===== config.mk =====
export PLATFORM = sky130hd
export DESIGN_NAME = merge_pair_scheduler
export DESIGN_NICKNAME = d
export VERILOG_FILES = /design/src/rtl/merge_sched_pkg.sv /design/src/rtl/merge_pair_scheduler_pair_gather.sv /design/src/rtl/merge_pair_scheduler.sv
export SDC_FILE = /design/constraint.sdc
export NUM_CORES = 1
export LEC_CHECK = 0
export ABC_AREA = 1
export CORE_UTILIZATION = 58
export CTS_BUF_LIST = sky130_fd_sc_hd__clkbuf_2
export CTS_CLUSTER_SIZE = 16
export DETAILED_ROUTE_END_ITERATION = 8
export MAX_ROUTING_LAYER = met4
export PLACE_DENSITY_LB_ADDON = 0.2
export SLEW_MARGIN = 0
export SYNTH_ARGS = -nofsm -noshare
export SYNTH_HDL_FRONTEND = slang
export SYNTH_SLANG_ARGS = --single-unit

===== constraint.sdc =====
create_clock -name i_clk -period 9.5 [get_ports i_clk]
set_clock_uncertainty 0.15 [all_clocks]
set_input_delay 1.425 -clock i_clk [delete_from_list [all_inputs] [get_ports i_clk]]
set_output_delay 1.425 -clock i_clk [all_outputs]
set_load 0.01 [all_outputs]

===== src/rtl/merge_sched_pkg.sv =====
// Shared types and constants for the merge pair scheduler: FSM state encoding,
// default widths/terminal value and the merge comparison helper.
package merge_sched_pkg;

  localparam int          DEF_DW   = 32;
  localparam int          DEF_CW   = 16;
  localparam logic [63:0] DEF_TERM = 64'd0;

  typedef enum logic [2:0] {
    ST_IDLE    = 3'd0,
    ST_MERGE   = 3'd1,
    ST_DRAIN_A = 3'd2,
    ST_DRAIN_B = 3'd3,
    ST_FLUSH   = 3'd4
  } state_e;

  // Returns 1 when A should be taken; ties go to A so the merge is stable.
  function automatic logic tuple_min_sel(input logic [63:0] a, input logic [63:0] b);
    return (a <= b);
  endfunction

endpackage


===== src/rtl/merge_pair_scheduler_pair_gather.sv =====
// Pair gather stage: holds the first element of a pair, registers each issued
// pair with its stall/switch flags and tracks the larger element of the last issue.
module pair_gather
  import merge_sched_pkg::*;
#(
  parameter int             DW   = DEF_DW,
  parameter logic [DW-1:0]  TERM = DEF_TERM[DW-1:0]
) (
  input  logic          clk_i,
  input  logic          rst_ni,
  input  logic          pick_i,
  input  logic [DW-1:0] pick_data_i,
  input  logic          flush_i,
  output logic [DW-1:0] elems_0_o,
  output logic [DW-1:0] elems_1_o,
  output logic          stall_o,
  output logic          switch_o,
  output logic [DW-1:0] top_tuple_o
);

  logic [DW-1:0] slot0_q;
  logic          full_q;
  logic [DW-1:0] elems_0_q, elems_1_q, top_q;
  logic          stall_q, switch_q;

  logic          issue_d;
  logic [DW-1:0] iss0_d, iss1_d;

  // A flush closes the run: a half-filled pair is padded with the terminal tuple.
  always_comb begin
    issue_d = flush_i | (pick_i & full_q);
    iss0_d  = slot0_q;
    iss1_d  = pick_data_i;
    if (flush_i) begin
      iss0_d = full_q ? slot0_q : TERM;
      iss1_d = TERM;
    end
  end

  always_ff @(posedge clk_i or negedge rst_ni) begin
    if (!rst_ni) begin
      slot0_q   <= '0;
      full_q    <= 1'b0;
      elems_0_q <= '0;
      elems_1_q <= '0;
      top_q     <= '0;
      stall_q   <= 1'b1;
      switch_q  <= 1'b0;
    end else begin
      stall_q <= ~issue_d;
      if (issue_d) begin
        elems_0_q <= iss0_d;
        elems_1_q <= iss1_d;
        switch_q  <= flush_i;
        top_q     <= (iss0_d > iss1_d) ? iss0_d : iss1_d;
      end
      if (issue_d) begin
        full_q <= 1'b0;
      end else if (pick_i) begin
        slot0_q <= pick_data_i;
        full_q  <= 1'b1;
      end
    end
  end

  assign elems_0_o   = elems_0_q;
  assign elems_1_o   = elems_1_q;
  assign stall_o     = stall_q;
  assign switch_o    = switch_q;
  assign top_tuple_o = top_q;

endmodule


===== src/rtl/merge_pair_scheduler.sv =====
// Merges two sorted tuple streams into compare-swap pairs with run-boundary flush.
// Optional MERGE_SCHED_STATS_EN adds issue/backpressure/starvation counters.
module merge_pair_scheduler
  import merge_sched_pkg::*;
#(
  parameter int            DW   = DEF_DW,
  parameter logic [DW-1:0] TERM = DEF_TERM[DW-1:0],
  parameter int            CW   = DEF_CW
) (
  input  logic          i_clk,
  input  logic          i_rst_n,
  input  logic [DW-1:0] i_a_data,
  input  logic          i_a_valid,
  output logic          o_a_pop,
  input  logic [DW-1:0] i_b_data,
  input  logic          i_b_valid,
  output logic          o_b_pop,
  input  logic          i_out_ready,
  output logic [DW-1:0] o_elems_0,
  output logic [DW-1:0] o_elems_1,
  output logic          o_stall,
  output logic          o_switch_output,
  output logic [DW-1:0] o_top_tuple,
  output logic [CW-1:0] o_run_count,
  output logic [2:0]    o_dbg_state
`ifdef MERGE_SCHED_STATS_EN
  ,
  output logic [31:0]   o_issue_cnt,
  output logic [31:0]   o_bp_cnt,
  output logic [31:0]   o_starve_cnt
`endif
);

  // Handshake: a head is consumed when its pop is high while its valid is high;
  // pops are only raised when i_out_ready=1, otherwise the whole block holds.
  state_e        state_q, state_d;
  logic [CW-1:0] run_cnt_q;
  logic          pick_a, pick_b, flush_go;
  logic          a_term, b_term;
  logic [DW-1:0] pick_data;

  assign a_term = i_a_valid && (i_a_data == TERM);
  assign b_term = i_b_valid && (i_b_data == TERM);

  always_comb begin
    state_d  = state_q;
    pick_a   = 1'b0;
    pick_b   = 1'b0;
    flush_go = 1'b0;
    case (state_q)
      ST_IDLE: if (i_a_valid || i_b_valid) state_d = ST_MERGE;
      ST_MERGE: begin
        if (a_term && b_term)            state_d = ST_FLUSH;
        else if (a_term)                 state_d = ST_DRAIN_B;
        else if (b_term)                 state_d = ST_DRAIN_A;
        else if (i_a_valid && i_b_valid) begin
          if (tuple_min_sel(64'(i_a_data), 64'(i_b_data))) pick_a = 1'b1;
          else                                             pick_b = 1'b1;
        end
      end
      ST_DRAIN_A: begin
        if (a_term)         state_d = ST_FLUSH;
        else if (i_a_valid) pick_a  = 1'b1;
      end
      ST_DRAIN_B: begin
        if (b_term)         state_d = ST_FLUSH;
        else if (i_b_valid) pick_b  = 1'b1;
      end
      ST_FLUSH: begin
        flush_go = 1'b1;
        state_d  = ST_IDLE;
      end
      default: state_d = ST_IDLE;
    endcase
    if (!i_out_ready) begin
      state_d  = state_q;
      pick_a   = 1'b0;
      pick_b   = 1'b0;
      flush_go = 1'b0;
    end
  end

  always_ff @(posedge i_clk or negedge i_rst_n) begin
    if (!i_rst_n) begin
      state_q   <= ST_IDLE;
      run_cnt_q <= '0;
    end else begin
      state_q <= state_d;
      if (flush_go)                                   run_cnt_q <= '0;
      else if ((pick_a || pick_b) && run_cnt_q != '1) run_cnt_q <= run_cnt_q + CW'(1);
    end
  end

  assign pick_data   = pick_a ? i_a_data : i_b_data;
  assign o_a_pop     = pick_a | flush_go;
  assign o_b_pop     = pick_b | flush_go;
  assign o_run_count = run_cnt_q;
  assign o_dbg_state = state_q;

  pair_gather #(.DW(DW), .TERM(TERM)) u_gather (
    .clk_i       (i_clk),
    .rst_ni      (i_rst_n),
    .pick_i      (pick_a | pick_b),
    .pick_data_i (pick_data),
    .flush_i     (flush_go),
    .elems_0_o   (o_elems_0),
    .elems_1_o   (o_elems_1),
    .stall_o     (o_stall),
    .switch_o    (o_switch_output),
    .top_tuple_o (o_top_tuple)
  );

`ifdef MERGE_SCHED_STATS_EN
  logic [31:0] issue_cnt_q, bp_cnt_q, starve_cnt_q;
  logic        starve;

  assign starve = (state_q == ST_MERGE && !a_term && !b_term && !(i_a_valid && i_b_valid)) ||
                  (state_q == ST_DRAIN_A && !i_a_valid) ||
                  (state_q == ST_DRAIN_B && !i_b_valid);

  // Every issue shows up as exactly one stall-low cycle, so counting those counts issues.
  always_ff @(posedge i_clk or negedge i_rst_n) begin
    if (!i_rst_n) begin
      issue_cnt_q  <= '0;
      bp_cnt_q     <= '0;
      starve_cnt_q <= '0;
    end else begin
      if (!o_stall)                            issue_cnt_q  <= issue_cnt_q + 32'd1;
      if (!i_out_ready && state_q != ST_IDLE)  bp_cnt_q     <= bp_cnt_q + 32'd1;
      if (starve)                              starve_cnt_q <= starve_cnt_q + 32'd1;
    end
  end

  assign o_issue_cnt  = issue_cnt_q;
  assign o_bp_cnt     = bp_cnt_q;
  assign o_starve_cnt = starve_cnt_q;
`endif

endmodule

==> results.sh, run 1 <==
export IMPL_status="finished clean"
export IMPL_multi_input_area_um2=4530
export IMPL_wl_met1_um=10700
export IMPL_tns_ns=0
export IMPL_die_x_um=127
export IMPL_synth_edff_count=0
export IMPL_slew_limit_headroom_pct=9.88
export IMPL_final_cells=1595
export IMPL_ant_nets=0
export IMPL_viasPerCell=5.59
export IMPL_nNetsFinal=1503
export IMPL_period_share_pct=74.7
export IMPL_worstPathArrival_ns=7.64
export IMPL_wl_met3_um=2100
export IMPL_synth_cell_area_um2=9130
export IMPL_die_h_um=127
export IMPL_cts_root_buf="clkbuf_2"
export IMPL_drt_iter0_markers=729
export IMPL_cts_made_buffers=17
export IMPL_path_common_cell="nand2_1"
export IMPL_p_per_area_nw_per_um2=274
export IMPL_antenna_found_initial=1
export IMPL_grt_pass1_vias=8299
export IMPL_reg2reg_from="o_dbg_state[2]$_DFFE_PN0P_"
export IMPL_cts_buffer_depth=2
export IMPL_yosysWarnings=0
export IMPL_yosysMostFrequentCell="nand2_1"
export IMPL_async_reset_ff_share_pct=100
export IMPL_holdPathStages=2
export IMPL_path_max_fanout=34
export IMPL_drc=0
export IMPL_synth_seq_cells=150
export IMPL_post_cts_buffers=0
export IMPL_drive_above_1_share_pct=5.21
export IMPL_yosys_area_top_type="dfrtp_1"
export IMPL_synth_area_top_cells="dfrtp_1 41%, nand2_1 16%, ha_1 8.9%, nand3_1 8.7%, inv_1 5.4%"
export IMPL_syn_num_nets=1347
export IMPL_detailed_place_hpwl_um=18000
export IMPL_grt_usage_pct=33.2
export IMPL_cp_startpoint="i_a_data[29]"
export IMPL_tritoncts="done"
export IMPL_min_from="u_gather.elems_0_o[15]$_DFFE_PN0N_"
export IMPL_r2r_end="u_gather.top_tuple_o[16]$_DFFE_PN0N_"
export IMPL_areaGrowthSynthToFinish_pct=23.7
export IMPL_seqCellArea_um2=3750
export IMPL_wl_um=25300
export IMPL_cp_num_buf_inv=2
export IMPL_top_layer_used="met4"
export IMPL_synth_cell_types=35
export IMPL_dieArea_um2=16200
export IMPL_num_vias=8916
export IMPL_postCtsHoldBufs=0
export IMPL_r2r_cells=22
export IMPL_worstMarginPinSlew_ns=1.35
export IMPL_holdPathEnd="u_gather.elems_0_o[15]$_DFFE_PN0N_"
export IMPL_synth_top_area_share_pct=40.9
export IMPL_irDropWorstVdd_mv=0.127
export IMPL_yosys_top_cells_count="379 x nand2_1, 158 x nand3_1, 149 x dfrtp_1, 132 x inv_1, 65 x ha_1"
export IMPL_start_util_pct=59.8
export IMPL_worstSetupEndpointType="flop"
export IMPL_ios=188
export IMPL_cpPeakStageDelay_ns=0.89
export IMPL_routed_wl_met2_um=11800
export IMPL_reg2reg_slack_ns=3.58
export IMPL_hold_violations=0
export IMPL_setup_viol=0
export IMPL_crit_required_ns=10.04
export IMPL_grt_first_pass_wirelength_um=40800
export IMPL_syn_avg_cell_area_um2=7.52
export IMPL_ctsResizeCount=0
export IMPL_rsz0062_at_grt="false"
export IMPL_gp_congestion=0.929
export IMPL_placed_cells=1561
export IMPL_fmax_mhz=141
export IMPL_htreeDepth=4
export IMPL_fillers=1241
export IMPL_synth_seq_area_share_pct=41.1
export IMPL_crit_family="simple AND/OR/NAND/NOR gates"
export IMPL_row_count=45
export IMPL_synthFlopType="dfrtp_1"
export IMPL_numPortBuffers=187
export IMPL_clkTransAtPathRegs_ns=0.19
export IMPL_wire_per_inst_um=15.8
export IMPL_period_minus_slack_ns=7.09
export IMPL_synthCells=1213
export IMPL_cts_num_sinks=150
export IMPL_overflow=0
export IMPL_final_max_slew_viol_count=0
export IMPL_critPathKind="in2reg"
export IMPL_critPathLaunchType="input pin"
export IMPL_coreArea_um2=15300
export IMPL_power_leakage_nw=5.85
export IMPL_grt_max_degree=97
export IMPL_detail_route_first_pass_iterations=5
export IMPL_critical_path_slowest_cell="nand2_1"
export IMPL_drv_cap=0
export IMPL_clock_latency_ns=0.77
export IMPL_hold_class="reg2reg"
-- sequential cells by signal, indices dropped and copies added (netlist names) --
| register | cells |
|---|---|
| u_gather.elems_0_o | 32 |
| u_gather.elems_1_o | 32 |
| u_gather.slot0_q | 32 |
| u_gather.top_tuple_o | 32 |
| o_run_count | 16 |
| o_dbg_state | 3 |
| u_gather.full_q | 1 |
| u_gather.stall_o | 1 |
| u_gather.switch_o | 1 |
-- tightest hold or removal path: cells and delay by family, from the launching register on --
family           cells  cell delay (ns)
flip-flops           1             0.39
AO/OA/AOI/OAI        1             0.06
AND/OR/NAND/NOR      1             0.05
-- worst max path at each step --
stage | depth (start not counted) | to
after floorplan | 28 | u_gather.top_tuple_o[10]$_DFFE_PN0N_
after global placement | 25 | u_gather.top_tuple_o[14]$_DFFE_PN0N_
after detailed placement | 27 | u_gather.top_tuple_o[7]$_DFFE_PN0N_
after CTS | 25 | u_gather.top_tuple_o[16]$_DFFE_PN0N_
after global routing | 27 | u_gather.top_tuple_o[16]$_DFFE_PN0N_
final | 25 | u_gather.top_tuple_o[16]$_DFFE_PN0N_
-- logic make-up (layout without fill, tap and decap cells) --
| logic type | after synthesis | in the layout | share of synthesized area (%) |
|---|---|---|---|
| AOI/OAI and AO/OA | 158 | 158 | 9.32 |
| adders and majority gates | 65 | 65 | 8.91 |
| and+or+nand+nor | 635 | 635 | 30.0 |
| DFF | 150 | 150 | 41.1 |
| buffers and inverters | 191 | 360 | 9.31 |
| other | 0 | 2 | 0 |
| xor gates and xnor gates | 14 | 14 | 1.34 |
-- metal layers --
metal	vias up	GRT usage, %
met5	-	-
met4	0	14.1
met3	70	6.74
met2	444	51.2
met1	4118	42.6
li1	4284	-
-- report_power, final --
| part | total (W) | switching [W] | internal, W |
|---|---|---|---|
| Combinational | 0.00157 | 0.000877 | 0.000691 |
| Sequential | 0.00107 | 0.000172 | 0.000900 |
| Clock | 0.000451 | 0.000246 | 0.000204 |
| Total | 0.00309 | 0.00130 | 0.00180 |
-- layout make-up --
class / instances / area share, %
Tap cell: 211 / 2.34
Timing Repair Buffer: 194 / 17.1
Antenna cell: 2 / 0.0443
Clock inverter: 12 / 1.80
Inverter: 134 / 4.48
Multi-Input combinational cell: 872 / 40.1
Clock buffer: 20 / 0.887
Sequential cell: 150 / 33.3
-- layout by cell type (no fill, tap or decap), drive strengths merged --
cell type	n
o211ai	1
o21a	2
a31oi	1
nor3	20
xor2	14
o21ai	122
nand3	158
a211oi	1
nor4	4
ha	65
nor2	37
clkdlybuf4s50	186
a21oi	27
diode	2
clkinv	4
dfstp	1
dfrtp	149
inv	136
buf	8
a22oi	1
nand4	21
o31ai	1
clkinvlp	1
a21o	1
clkbuf	20
nand2	395
a32oi	1
bufinv	5
-- metrics by stage --
stage                     area, um2  util [%]  power [W]  worst slack (ns)  hold slack [ns]
after CTS                     11300      74.0    0.00308              2.58            0.360
after global placement        11000      72.0    0.00258              1.89            0.306
final                         11300      74.0    0.00309              2.41            0.362
after global routing          11300      74.0    0.00332              2.08            0.384
after detailed placement      11000      72.0    0.00263              1.79            0.316
after floorplan                9130         -    0.00197              4.67            0.303
(Power assumes the default switching activity.)
==> run 2, diff against run 1 <==
--- a/config.mk
+++ b/config.mk
@@ -6,7 +6,7 @@
 export NUM_CORES = 1
 export LEC_CHECK = 0
 export ABC_AREA = 1
-export CORE_UTILIZATION = 58
+export CORE_UTILIZATION = 48
 export CTS_BUF_LIST = sky130_fd_sc_hd__clkbuf_2
 export CTS_CLUSTER_SIZE = 16
 export DETAILED_ROUTE_END_ITERATION = 8
==> constraint.sdc (replaced) <==
create_clock -name i_clk -period 6 [get_ports i_clk]
set_clock_uncertainty 0.15 [all_clocks]
set_input_delay 0.9 -clock i_clk [delete_from_list [all_inputs] [get_ports i_clk]]
set_output_delay 0.9 -clock i_clk [all_outputs]
set_load 0.01 [all_outputs]
==> run 2 against run 1 <==
Net effect: sequential share of layout area fell by 0.17 points; total power rose by 57%; global-route usage fell by 5.6 points; cell count rose by 1.7%; register-to-register slack got worse by 1.9 ns; worst hold slack improved by 0.0041 ns; die area rose by 20%; via count fell by 3.9%; sequential cell count did not move.
==> results.sh, run 2 (synthesis results as in run 1) <==
export IMPL_status="finished clean"
export IMPL_row_count=50
export IMPL_viasPerCell=5.28
export IMPL_numPortBuffers=187
export IMPL_tns_ns=0
export IMPL_postCtsHoldBufs=1
export IMPL_ios=188
export IMPL_irDropWorstVdd_mv=0.181
export IMPL_post_cts_buffers=0
export IMPL_htreeDepth=4
export IMPL_layout_common_cells="379 x nand2_1, 186 x clkdlybuf4s50_1, 156 x nand3_1, 149 x dfrtp_1, 132 x inv_1"
export IMPL_reg2reg_slack_ns=1.69
export IMPL_drv_cap=0
export IMPL_ant_nets=0
export IMPL_grt_first_pass_wirelength_um=41100
export IMPL_detailed_place_hpwl_um=18600
export IMPL_critPathLaunchType="input pin"
export IMPL_cp_startpoint="i_b_data[19]"
export IMPL_areaGrowthSynthToFinish_pct=24.3
export IMPL_crit_family="simple AND/OR/NAND/NOR gates"
export IMPL_dieArea_um2=19600
export IMPL_antenna_found_initial=2
export IMPL_min_from="u_gather.slot0_q[16]$_DFFE_PN0P_"
export IMPL_drc=0
export IMPL_worstPathArrival_ns=5.46
export IMPL_power_leakage_nw=5.87
export IMPL_path_common_cell="nand2_1"
export IMPL_reg2reg_from="o_dbg_state[2]$_DFFE_PN0P_"
export IMPL_final_max_slew_viol_count=0
export IMPL_cts_root_buf="clkbuf_2"
export IMPL_clkTransAtPathRegs_ns=0.24
export IMPL_num_vias=8570
export IMPL_period_minus_slack_ns=4.94
export IMPL_total_power_w=0.00485
export IMPL_cpPeakStageDelay_ns=0.52
export IMPL_die_h_um=140
export IMPL_grt_usage_pct=27.6
export IMPL_die_x_um=140
export IMPL_gp_congestion=0.964
export IMPL_fmax_mhz=202
export IMPL_hold_class="reg2reg"
export IMPL_grt_max_degree=90
export IMPL_wl_um=25200
export IMPL_start_util_pct=49.0
export IMPL_ctsResizeCount=0
export IMPL_nNetsFinal=1507
export IMPL_setup_viol=0
export IMPL_period_share_pct=82.4
export IMPL_wire_per_inst_um=15.6
export IMPL_worstSetupEndpointType="flop"
export IMPL_p_per_area_nw_per_um2=427
export IMPL_critical_path_slowest_cell="clkdlybuf4s50_1"
export IMPL_cts_buffer_depth=2
export IMPL_path_max_fanout=34
export IMPL_cts_num_sinks=150
export IMPL_tritoncts="done"
export IMPL_slew_limit_headroom_pct=25.6
export IMPL_detail_route_first_pass_iterations=8
export IMPL_overflow=0
export IMPL_crit_required_ns=6.52
export IMPL_drive_above_1_share_pct=5.41
export IMPL_critPathKind="in2reg"
export IMPL_worstMarginPinSlew_ns=1.11
export IMPL_rsz0062_at_grt="false"
export IMPL_coreArea_um2=18600
export IMPL_grt_pass1_vias=8071
export IMPL_cts_made_buffers=17
export IMPL_hold_violations=0
export IMPL_clock_latency_ns=0.78
export IMPL_drt_iter0_markers=645
export IMPL_cp_num_buf_inv=3
export IMPL_fillers=1701
export IMPL_final_common_cell="nand2_1"
==> run 2: cell count changes in the layout (fill, tap and decap cells not counted), sizes merged, moves of 2 or more <==
cell    change
inv         +6
buf         +3
bufinv      -2
clkinv      -3
clkbuf      -2
==> run 2: per-layer routing <==
metal	GRT usage [%]	wire length [um]	vias to the layer above	share of wire, %
met2	40.2	11100	301	44
met3	5.06	1540	50	6.1
li1	-	-	4284	-
met4	9.77	593	0	2.3
met5	-	0	-	0
met1	38.2	12000	3935	47
==> run 2: cell type report <==
class	count	area [um2]	area share (%)
Multi-Input combinational cell	872	4530	39.9
Sequential cell	150	3750	33.1
Timing Repair Buffer	198	1980	17.5
Inverter	134	505	4.45
Tap cell	234	293	2.58
Clock inverter	14	185	1.63
Clock buffer	18	90.1	0.794
Antenna cell	2	5.00	0.0441
==> run 2: final timing paths <==
check,endpoint,cells after the start
setup / recovery,u_gather.top_tuple_o[2]$_DFFE_PN0N_,26
hold / removal,u_gather.slot0_q[16]$_DFFE_PN0P_,2
setup reg to reg,u_gather.top_tuple_o[2]$_DFFE_PN0N_,21
hold reg to reg,u_gather.slot0_q[16]$_DFFE_PN0P_,2
max in group asynchronous,u_gather.top_tuple_o[27]$_DFFE_PN0N_,3
min in group asynchronous,u_gather.elems_1_o[8]$_DFFE_PN0N_,2
==> run 2: per-stage QoR <==
stage | area, um2 | std cells | hold slack (ns) | worst slack (ns) | util, %
after CTS | 11300 | 1620 | 0.368 | 1.15 | 60.8
after floorplan | 9130 | 1213 | 0.303 | 1.70 | -
after detailed placement | 11100 | 1587 | 0.318 | 0.322 | 59.3
after global placement | 11100 | 1587 | 0.316 | 0.322 | 59.3
after global routing | 11300 | 1622 | 0.389 | 0.666 | 60.9
final | 11300 | 1622 | 0.366 | 1.06 | 60.9
==> run 2: worst reg2reg max path, delay by kind of cell, from the launching register on <==
| kind | cells | cell delay (ns) |
|---|---|---|
| buf+inv | 2 | 0.40 |
| fa+ha+maj | 1 | 0.39 |
| flops | 1 | 0.49 |
| simple gates | 18 | 2.81 |
==> run 2: report_power, final <==
group	switching, W	total (W)	internal (W)
Sequential	0.000272	0.00170	0.00143
Clock	0.000423	0.000672	0.000248
Combinational	0.00137	0.00248	0.00111
==> RTL change 1 (flow settings as in run 2) <==
Build with the macro `MERGE_SCHED_STATS_EN` defined.
--- a/src/rtl/merge_pair_scheduler.sv
+++ b/src/rtl/merge_pair_scheduler.sv
@@ -1,5 +1,7 @@
 // Merges two sorted tuple streams into compare-swap pairs with run-boundary flush.
 // Optional MERGE_SCHED_STATS_EN adds issue/backpressure/starvation counters.
+`define MERGE_SCHED_STATS_EN
+
 module merge_pair_scheduler
   import merge_sched_pkg::*;
 #(
Check against the original RTL (old outputs only; new: o_bp_cnt, o_issue_cnt and o_starve_cnt): equivalent (equiv_simple and equiv_induct, registers matched by name and starting in step).
==> RTL change 1 against run 2 <==
  * Area after synthesis up 54%
  * Worst hold slack worse by 40 ps
  * Sequential share of layout area up 1.3 points
  * Global-route usage up 1.2 points
  * Routed wire length up 63%
  * Power up 33%
  * Core utilization up 1.3 points
  * Sequential cell count up 96
  * Final area up 58%
  * Setup slack worse by 200 ps
==> RTL change 1: results <==
export IMPL_status="finished clean"
export IMPL_p_int_mw=3.910
export IMPL_fin_crit_sh_pct=85.72
export IMPL_yosys_area_top_type_share_pct=43.61
export IMPL_io_buffers=283
export IMPL_synth_top_cells_by_count="nand2_1 (604), dfrtp_1 (245), nand3_1 (193)"
export IMPL_fillers=2655
export IMPL_critPathMaxStageDelay_ps=490
export IMPL_antenna_found_initial=6
export IMPL_muxShareOfSynthArea_pct=0.4806
export IMPL_layout_drive_gt1_share_pct=8.970
export IMPL_htree_num_levels=3
export IMPL_synthesis_nets=1951
export IMPL_yosysSeqAreaShare_pct=43.80
export IMPL_hpwl_mm=30.16
export IMPL_cts_inserted_buffers=68
export IMPL_area_delta_synth_final_pct=27.21
export IMPL_grt_max_degree=98
export IMPL_synth_adder_area_share_pct=6.052
export IMPL_avgSynthCellArea_um2=7.750
export IMPL_synth_cell_types=45
export IMPL_worst_ir_drop_vdd_mv=0.2418
export IMPL_pwr_share_clk_pct=19.4
export IMPL_cts_clk_slew_worst_paths_ps=90
export IMPL_wl_per_cell_um=16.07
## RTL change 1: cell types whose count changed after synthesis, sizes merged, moves of 33 or more
cell,delta
xnor2,+33
nand2,+220
xor2,+50
nand3,+36
nor2,+75
o21ai,-63
dfrtp,+96
inv,+50
## RTL change 1: repair_timing
item | 4_1_cts | 5_1_grt
hold endpoints to repair | 88 | 0
endpoints found under the setup margin | 0 | 0
hold buffers | 1 | 0
## RTL change 1: layout make-up
type	count	area share, %
multi-input combinational	1323	38.65
sequential	246	34.43
timing repair buffer	300	16.74
inverter	185	3.883
tap	384	2.687
clock buffer	93	2.603
clock inverter	27	0.9165
antenna	7	0.09795
## RTL change 1: layer usage
layer	vias up	global-route usage, %	share of wire, %
met4	0	12.02	3.5
met3	109	6.838	8.5
li1	6468	-	-
met1	6081	36.89	43
met5	-	-	0
met2	492	43.70	45
## RTL change 1: worst min-delay path, stage by stage, from the launching register on
cell,delay (ps)
dfrtp_1,350
nand2_1,50
nand2_1,50
==> RTL change 2 (settings of run 2) <==
Without the edit above. Put one more register stage on the output `o_run_count`, with the module's reset. The value now appears one clock later. The other outputs are not delayed to match.
--- a/src/rtl/merge_pair_scheduler.sv
+++ b/src/rtl/merge_pair_scheduler.sv
@@ -94,7 +94,13 @@
   assign pick_data   = pick_a ? i_a_data : i_b_data;
   assign o_a_pop     = pick_a | flush_go;
   assign o_b_pop     = pick_b | flush_go;
-  assign o_run_count = run_cnt_q;
+  always_ff @(posedge i_clk or negedge i_rst_n) begin
+    if (!i_rst_n) begin
+      o_run_count <= '0;
+    end else begin
+      o_run_count <= run_cnt_q;
+    end
+  end
   assign o_dbg_state = state_q;
 
   pair_gather #(.DW(DW), .TERM(TERM)) u_gather (
Formal check against the unedited RTL: not equivalent (a bounded check fails within 4 cycles, from zero or initial values and one cycle with i_rst_n low).
==> RTL change 2 against run 2 <==
  * First-iteration DRC count up 3.3%
  * Synthesized cell count rose by 1.1%
  * Final area increased by 2.3%
  * Critical path depth increased by 3
  * Area after synthesis rose by 3.0%
  * Sequential cell count increased by 16
  * Setup slack worse by 90 ps
  * Routed wire length grew 2.9%
  * Power up 0.91%
  * Critical path type unchanged
  * Largest power group unchanged
==> RTL change 2: results <==
export IMPL_wl_met3_mm=1.624
export IMPL_synthesis_nets=1360
export IMPL_seq_share_pct=35.79
export IMPL_cts_sinks=166
export IMPL_grt_max_degree=69
export IMPL_detail_route_wirelength_mm=25.99
export IMPL_yosysSeqAreaShare_pct=44.20
export IMPL_antenna_cells=1
export IMPL_track_usage_pct=27.85
export IMPL_status="finished clean"
export IMPL_rrSetupSlack_ps=1380
export IMPL_vias_per_cell=5.228
export IMPL_yosys_top_cells_area="dfrtp_1 (44%), nand2_1 (17%), ha_1 (8.7%), nand3_1 (6.7%), inv_1 (5.3%)"
export IMPL_multi_input_area_um2=4438
export IMPL_relSlewSlack_pct=13.47
export IMPL_leakage_nw=6.035
export IMPL_num_clock_buffers=19
export IMPL_gp_congestion=0.9173
export IMPL_grt_use_met1_pct=38.06
export IMPL_drt_first_pass_iters=6
export IMPL_power_mw=4.891
export IMPL_worstSetupEndpoint="u_gather.top_tuple_o[30]$_DFFE_PN0N_"
export IMPL_p_int_mw=2.808
export IMPL_grt_pass1_wl_mm=42.41
export IMPL_hpwl_mm=18.92
export IMPL_met1Wirelength_mm=11.90
export IMPL_synth_cell_types=34
[RTL change 2: how the worst min path moves through the flow]
| stage | start | endpoint | slack (ps) | cells past startpoint |
|---|---|---|---|---|
| floorplan | run_cnt_q[15]$_DFFE_PN0P_ | o_run_count[15]$_DFF_PN0_ | 200 | 0 |
| global placement | run_cnt_q[6]$_DFFE_PN0P_ | o_run_count[6]$_DFF_PN0_ | 210 | 0 |
| detailed placement | run_cnt_q[6]$_DFFE_PN0P_ | o_run_count[6]$_DFF_PN0_ | 210 | 0 |
| CTS | run_cnt_q[6]$_DFFE_PN0P_ | o_run_count[6]$_DFF_PN0_ | 260 | 0 |
| global route | run_cnt_q[6]$_DFFE_PN0P_ | o_run_count[6]$_DFF_PN0_ | 280 | 0 |
| finish | run_cnt_q[6]$_DFFE_PN0P_ | o_run_count[6]$_DFF_PN0_ | 260 | 0 |
[RTL change 2: cells by family after synthesis]
| kind of cell | Yosys count | share of synthesized area [%] |
|---|---|---|
| flops | 166 | 44.20 |
| compound gates | 162 | 8.945 |
| buf+inv | 189 | 8.692 |
| fa+ha+maj | 65 | 8.652 |
| xor+xnor | 14 | 1.304 |
| simple gates | 630 | 28.20 |
[RTL change 2: repair_timing]
action                                 4_1_cts  5_1_grt
buffers inserted                             0        0
endpoints found under the hold margin       45        0
resized for setup                            0        0
hold buffers                                 1        0
[RTL change 2: stage by stage]
stage / worst slack, ps / hold WS [ps] / instance area, µm² / std cells
6_report: 967.5 / 259.4 / 11610 / 1667
5_1_grt: 530.2 / 283.7 / 11610 / 1667
4_1_cts: 1034 / 260.1 / 11610 / 1666
3_3_place_gp: 471.2 / 207.9 / 11410 / 1633
3_5_place_dp: 229.2 / 211.2 / 11410 / 1633
2_1_floorplan: 1645 / 203.7 / 9400 / 1226
